File: src/rtl/dmem_lsu.sv
// dmem_lsu: load/store initiator between the execute stage and a byte-addressed
// data memory. It accepts one request at a time, forms ea = base + sext(imm),
// checks legality and alignment, runs a single memory cycle, and returns the
// (extended) load data through a valid/ready response handshake.
// Optional feature: define DMEM_LSU_BOUNDS_CHECK_EN to flag any access that
// falls outside the 2^AW-byte memory instead of wrapping into it.
module dmem_lsu #(
    parameter int AW   = 12,
    parameter int XLEN = 64
) (
    input  logic            clk,
    input  logic            rst_n,
    input  logic            req_valid,
    output logic            req_ready,
    input  logic            req_store,
    input  logic [2:0]      req_funct3,
    input  logic [XLEN-1:0] req_base,
    input  logic [11:0]     req_imm,
    input  logic [XLEN-1:0] req_wdata,
    output logic            resp_valid,
    input  logic            resp_ready,
    output logic [XLEN-1:0] resp_rdata,
    output logic            resp_err,
    output logic [AW-1:0]   mem_addr,
    output logic [XLEN-1:0] mem_dataw,
    output logic [1:0]      mem_word,
    output logic            mem_rw,
    output logic            mem_cs,
    input  logic [XLEN-1:0] mem_datar
);

    typedef enum logic [1:0] {IDLE, ACCESS, RESP} state_t;

    state_t          state_reg, state_next;
    logic [AW-1:0]   addr_reg;
    logic [XLEN-1:0] wdata_reg;
    logic [XLEN-1:0] rdata_reg;
    logic [1:0]      size_reg;
    logic            uns_reg;
    logic            store_reg;
    logic            err_reg;

    logic [XLEN-1:0] ea_calc;
    logic            illegal;
    logic            misaligned;
    logic            out_of_range;
    logic            req_err;
    logic [XLEN-1:0] load_ext;

    assign ea_calc = req_base + {{(XLEN-12){req_imm[11]}}, req_imm};

    // Stores have no unsigned variant; funct3=111 is not a defined load.
    assign illegal = (req_store && req_funct3[2]) || (!req_store && (req_funct3 == 3'b111));

    // Natural alignment: the low 'size' address bits must be zero.
    always_comb begin
        misaligned = 1'b0;
        case (req_funct3[1:0])
            2'd1:    misaligned = ea_calc[0];
            2'd2:    misaligned = |ea_calc[1:0];
            2'd3:    misaligned = |ea_calc[2:0];
            default: misaligned = 1'b0;
        endcase
    end

`ifdef DMEM_LSU_BOUNDS_CHECK_EN
    logic [AW:0] end_addr;
    // The last byte touched must stay inside the memory, and no high ea bits may be set.
    assign end_addr     = {1'b0, ea_calc[AW-1:0]} + ((AW+1)'(1) << req_funct3[1:0]);
    assign out_of_range = (|ea_calc[XLEN-1:AW]) || (end_addr > {1'b1, {AW{1'b0}}});
`else
    // High ea bits are simply discarded: accesses wrap into the memory.
    logic unused_ea_hi;
    assign unused_ea_hi = &{1'b0, ea_calc[XLEN-1:AW]};
    assign out_of_range = 1'b0;
`endif

    assign req_err = illegal || misaligned || out_of_range;

    // Pick the accessed bytes of the read data and sign- or zero-extend them.
    always_comb begin
        load_ext = '0;
        case (size_reg)
            2'd0: load_ext = {{(XLEN-8){!uns_reg && mem_datar[7]}},   mem_datar[7:0]};
            2'd1: load_ext = {{(XLEN-16){!uns_reg && mem_datar[15]}}, mem_datar[15:0]};
            2'd2: load_ext = {{(XLEN-32){!uns_reg && mem_datar[31]}}, mem_datar[31:0]};
            default: load_ext = mem_datar;
        endcase
    end

    // State register.
    always_ff @(posedge clk or negedge rst_n) begin
        if (!rst_n) state_reg <= IDLE;
        else        state_reg <= state_next;
    end

    // Next-state logic: errored requests skip the memory cycle entirely.
    always_comb begin
        state_next = state_reg;
        case (state_reg)
            IDLE:    if (req_valid) state_next = req_err ? RESP : ACCESS;
            ACCESS:  state_next = RESP;
            RESP:    if (resp_ready) state_next = IDLE;
            default: state_next = IDLE;
        endcase
    end

    // Request capture on acceptance and load-data capture at the end of ACCESS.
    always_ff @(posedge clk or negedge rst_n) begin
        if (!rst_n) begin
            addr_reg  <= '0;
            wdata_reg <= '0;
            rdata_reg <= '0;
            size_reg  <= '0;
            uns_reg   <= 1'b0;
            store_reg <= 1'b0;
            err_reg   <= 1'b0;
        end else begin
            if (state_reg == IDLE && req_valid) begin
                addr_reg  <= ea_calc[AW-1:0];
                wdata_reg <= req_wdata;
                size_reg  <= req_funct3[1:0];
                uns_reg   <= req_funct3[2];
                store_reg <= req_store;
                err_reg   <= req_err;
                rdata_reg <= '0;
            end
            if (state_reg == ACCESS && !store_reg) begin
                rdata_reg <= load_ext;
            end
        end
    end

    // The memory port is driven only during ACCESS and is idle (all zero) otherwise.
    assign req_ready  = (state_reg == IDLE);
    assign resp_valid = (state_reg == RESP);
    assign resp_rdata = rdata_reg;
    assign resp_err   = err_reg;
    assign mem_cs     = (state_reg == ACCESS);
    assign mem_rw     = mem_cs && store_reg;
    assign mem_addr   = mem_cs ? addr_reg  : '0;
    assign mem_dataw  = mem_cs ? wdata_reg : '0;
    assign mem_word   = mem_cs ? size_reg  : 2'b00;

endmodule

File: config.mk
export PLATFORM = sky130hd
export DESIGN_NAME = dmem_lsu
export DESIGN_NICKNAME = d
export VERILOG_FILES = /design/src/rtl/dmem_lsu.sv
export SDC_FILE = /design/constraint.sdc
export NUM_CORES = 1
export LEC_CHECK = 0
export CAP_MARGIN = 20
export CELL_PAD_IN_SITES_DETAIL_PLACEMENT = 1
export CELL_PAD_IN_SITES_GLOBAL_PLACEMENT = 2
export CORE_MARGIN = 5
export CORE_UTILIZATION = 23
export DETAILED_ROUTE_END_ITERATION = 8
export PLACE_DENSITY_LB_ADDON = 0.05
export SETUP_SLACK_MARGIN = 0.2
export SYNTH_ARGS = -nofsm -noshare
export SYNTH_HDL_FRONTEND = slang
export SYNTH_SLANG_ARGS = --single-unit
File: constraint.sdc
create_clock -name clk -period 3.2 [get_ports clk]
set_input_delay 0.8 -clock clk [delete_from_list [all_inputs] [get_ports clk]]
set_output_delay 0.8 -clock clk [all_outputs]
set_load 0.02 [all_outputs]
Word level (Yosys, flattened, before mapping)
Index checks and enable logic that the tools add are counted.
W data, S select, Z words.

operators by class
  add/subtract/negate cells = 1
  eq/ne operators = 10
  muxes and demuxes = 11
  reduce and logical (&&, ||, !) cells = 19

operator list
  cell                  number
  $mux W64              3
  $pmux W64 S3          1
  $add A12 B12 Y12      1
  $mux W12              1
  $eq A2 B2 Y1 const B  4
  $logic_and A1 B1 Y1   8
  $mux W2               4
  $eq A2 B1 Y1 const B  3
  $pmux W2 S3           1
  $logic_not A2 Y1      2
  $eq A3 B3 Y1 const B  1
  $logic_not A1 Y1      3
  $pmux W1 S3           1
  $reduce_or A3 Y1      1
  $logic_or A1 B1 Y1    2
  $ne A2 B1 Y1 const B  1
  $ne A2 B2 Y1 const B  1
  $reduce_and A2 Y1     1
  $reduce_bool A2 Y1    1
  $reduce_or A2 Y1      1

storage, ports and cells
  bits in registers = 147
  bits of input ports = 212
  output and inout bits = 147
  word-level logic and storage cells = 49

Logic depth before layout (Yosys ltp)
  word-level depth = 7
  gate-level depth with buffers = 8
  mapped depth without buffers = 8

Worst setup path after synthesis
No wires, ideal clock.

  kind = input-to-reg
  start = in req_base[0]
  end = reg addr_reg[10]
  setup time = 0.146 ns
  arrival = 2.107 ns
  required time = 3.054 ns
  slack = 0.947 ns
  stages on the path = 8
  path buffers = 0
  cells stage by stage = ha_1 > inv_1 > fa_1 > nor2b_1 > o31ai_1 > a21oi_1 > mux2i_1 > o311ai_0

on the way
  cells in the longest elaborated chain, start to end = 1

RTL lines
  what                    line  source
  start: declaration      17    input logic [XLEN-1:0] req_base,
  $add A12 B12 Y12        50    assign ea_calc = req_base + {{(XLEN-12){req_imm[11]}}, req_imm};
  end signal: assignment  120   addr_reg <= ea_calc[AW-1:0];
  end: declaration        35    logic [AW-1:0] addr_reg;

No other way between the ends.
A chain may end at the register's enable or synchronous reset.

Worst setup path in the final report
  start = reg state_reg[0]
  end = out mem_dataw[41]

on the way
  cells in the longest elaborated chain, start to end = 2

RTL lines
  what                      line  source
  start: declaration        34    state_t state_reg, state_next;
  start signal: assignment  94    else state_reg <= state_next;
  $eq A2 B1 Y1              139   assign mem_cs = (state_reg == ACCESS);
  $mux W64                  142   assign mem_dataw = mem_cs ? wdata_reg : '0;
  end: declaration          25    output logic [XLEN-1:0] mem_dataw,

No other way between the ends.

==> results <==
[cells in the mapped netlist (7+ instances only)]
cell type,instances
nand2_1,302
dfrtp_1,147
and2_1,80
a21oi_1,34
o21ai_0,34
o21ai_1,34
clkbuf_1,25
a21o_1,11
ha_1,11
a22o_1,8
buf_6,7
[cells by family after synthesis]
group,Yosys count
adder cells (fa/ha/maj),12
AO/OA/AOI/OAI,139
AND/OR/NAND/NOR,403
multiplexers,4
XOR/XNOR,8
buffers and inverters,52
flip-flops,147
[final cells by class]
cell class | count | area share
repair buffers | 315 | 0.295
clock buffers | 19 | 0.0397
inverters | 4 | 0.00138
clock inverters | 13 | 0.0158
multi-input cells | 566 | 0.265
flip-flops and latches | 147 | 0.338
diodes | 3 | 0.000689
well taps | 390 | 0.0448
[power by group]
group / leakage [nW] / internal [mW] / switching, mW / total, mW
Clock: 0.287 / 1.25 / 0.884 / 2.13
Sequential: 1.91 / 2.54 / 0.357 / 2.90
Combinational: 3.07 / 1.14 / 1.55 / 2.69
Total: 5.26 / 4.93 / 2.79 / 7.72
[what timing repair did]
item,CTS,global route
endpoints found under the setup margin,4,70
buffers inserted,0,0
gates resized for setup,4,12
hold buffers,0,0
gates cloned,0,0
[worst register-to-register path, stage by stage (launching register included)]
cell	delay, ns
dfrtp_1	0.43
nor2b_4	0.16
buf_4	0.21
and2b_4	0.27
nor2_8	0.72
nand2_1	0.19
nand2_1	0.09
[how the worst max path moves through the flow]
stage | endpoint | slack, ns | cells past startpoint
after floorplan | addr_reg[10] | 0.95 | 8
after global placement | addr_reg[10] | 0.22 | 9
after detailed placement | addr_reg[10] | 0.19 | 9
after CTS | mem_dataw[41] | 0.20 | 4
after global routing | mem_dataw[46] | 0.12 | 4
final | mem_dataw[41] | 0.26 | 4
[through the flow]
stage          total power, mW  hold WS [ns]  setup slack, ns
6_report                  7.72         0.312            0.263
4_1_cts                   7.89         0.320            0.201
3_5_place_dp              5.71         0.454            0.194
2_1_floorplan             4.43         0.437            0.947
3_3_place_gp              5.66         0.449            0.221
5_1_grt                   8.26         0.329            0.120
[routing by layer]
metal,global-route usage,up-vias,wire length [um]
met1,0.190,2934,11600
li1,-,3044,-
met3,0.0600,26,2200
met5,0,-,25
met2,0.234,187,11400
met4,0.0462,4,387
==> impl_metrics.json <==
{
  "cts_tree": "built",
  "nNetsFinal": 1275,
  "end_kind": "output port",
  "io_pins": 359,
  "hold_viol": 0,
  "place.gp.congestion": 0.722,
  "rsz0062_at_grt": "yes",
  "instances_no_fill": 1457,
  "seqCellArea_sq_mm": 0.00368,
  "start_kind": "flip-flop",
  "finalCritPeriodShare": 0.918,
  "cts_buffers": 17,
  "ir_worst_vdd_mv": 0.364,
  "die_h_um": 182,
  "startpoint": "state_reg[0]",
  "synth_nets": 989,
  "htree_levels": 4,
  "cts_buffer_depth": 2,
  "synthMuxAreaShare": 0.00604,
  "avgViaCountPerCell": 4.25,
  "coreArea_sq_mm": 0.0295,
  "synthXorXnorAreaFrac": 0.0102,
  "grt_pass1_vias": 6591,
  "path_buf_inv": 2,
  "placedCellCount": 1422,
  "timing.rr.start": "state_reg[0]",
  "multi_input_area_sq_mm": 0.00288,
  "slew_headroom": 0.354,
  "numClockSinks": 147,
  "synth_top_area_cell": "dfrtp_1",
  "dp_hpwl_um": 17600,
  "drv_slew": 0,
  "grt_max_degree": 73,
  "layout_commonest_cell": "nand2_1",
  "cp.required_ns": 2.40,
  "ys_seq_area_frac": 0.538,
  "cts.root.buffer_cell": "clkbuf_16",
  "synth_adder_area_share": 0.0231,
  "final_antenna_net_count": 0,
  "port_buffers": 306,
  "vias": 6195,
  "synth_cell_types": 44,
  "cpMaxStageDelayCell": "clkdlybuf4s50_1",
  "die-area_sq_mm": 0.0333,
  "fin_tns_setup_ns": 0,
  "synthCells": 765,
  "worst_pin_slew_ns": 0.968,
  "synth_ff_type": "dfrtp_1",
  "crit_chain": "nor2b_4, buf_12, and2_1, clkdlybuf4s50_1",
  "synth_compound_area_frac": 0.119,
  "path_clk_slew_ns": 0.07,
  "fin_util": 0.370,
  "finClkSkew_ns": 0.0180,
  "r2r_slack_ns": 1.06,
  "arrival_ns": 2.14,
  "synth_top_family_by_area": "simple AND/OR/NAND/NOR gates",
  "fp.dieW_um": 182,
  "start_util": 0.232,
  "synth-simple-area-share": 0.261,
  "drt_wl_total_um": 25600,
  "crit_family": "buffers and inverters",
  "max_stage_delay_ns": 0.65,
  "fillers": 3414,
  "placed_area_sq_mm": 0.0103,
  "clock_latency_ns": 0.42,
  "drtPass1Iterations": 4,
  "yosysWarningCount": 0,
  "hold_class": "in -> async",
  "status": "finished, final reports clean",
  "crit_type": "reg -> out",
  "setup_violations": 0,
  "overflow": 0,
  "synth-seq-cells": 147,
  "drt_iter0_markers": 183,
  "areaGrowthSynthToFinish_pct": 59.4,
  "drc": 0,
  "leakage_nw": 5.26,
  "drive_gt1_frac": 0.0461,
  "final_cell_mix": "nand2_1 (301), clkdlybuf4s50_1 (289), dfrtp_1 (147)",
  "wl_per_cell_um": 17.6,
  "synth.top_cell.area_share": 0.538,
  "syn_area_per_cell_sq_um": 8.94,
  "ys_top_cells_by_area": "dfrtp_1 (54%), nand2_1 (17%), and2_1 (7.3%)",
  "grt_antenna_before_repair": 4,
  "power.density_mw_per_mm2": 708,
  "grt_pass1_wl_um": 39000,
  "synthArstFlopShare": 1.00,
  "period_minus_slack_ns": 2.94,
  "synth_area_sq_mm": 0.00684,
  "num_rows": 63,
  "synth_edf_count": 0,
  "fin_area_sq_mm": 0.0109,
  "grt_util_all_layers": 0.150,
  "critPathMaxFanout": 61,
  "maxCapViolCount": 0,
  "ff2ff_path_depth": 6,
  "rr_endpoint": "resp_rdata[35]",
  "fmax_mhz": 340
}
Note: power is estimated with default switching activity, not from simulation.
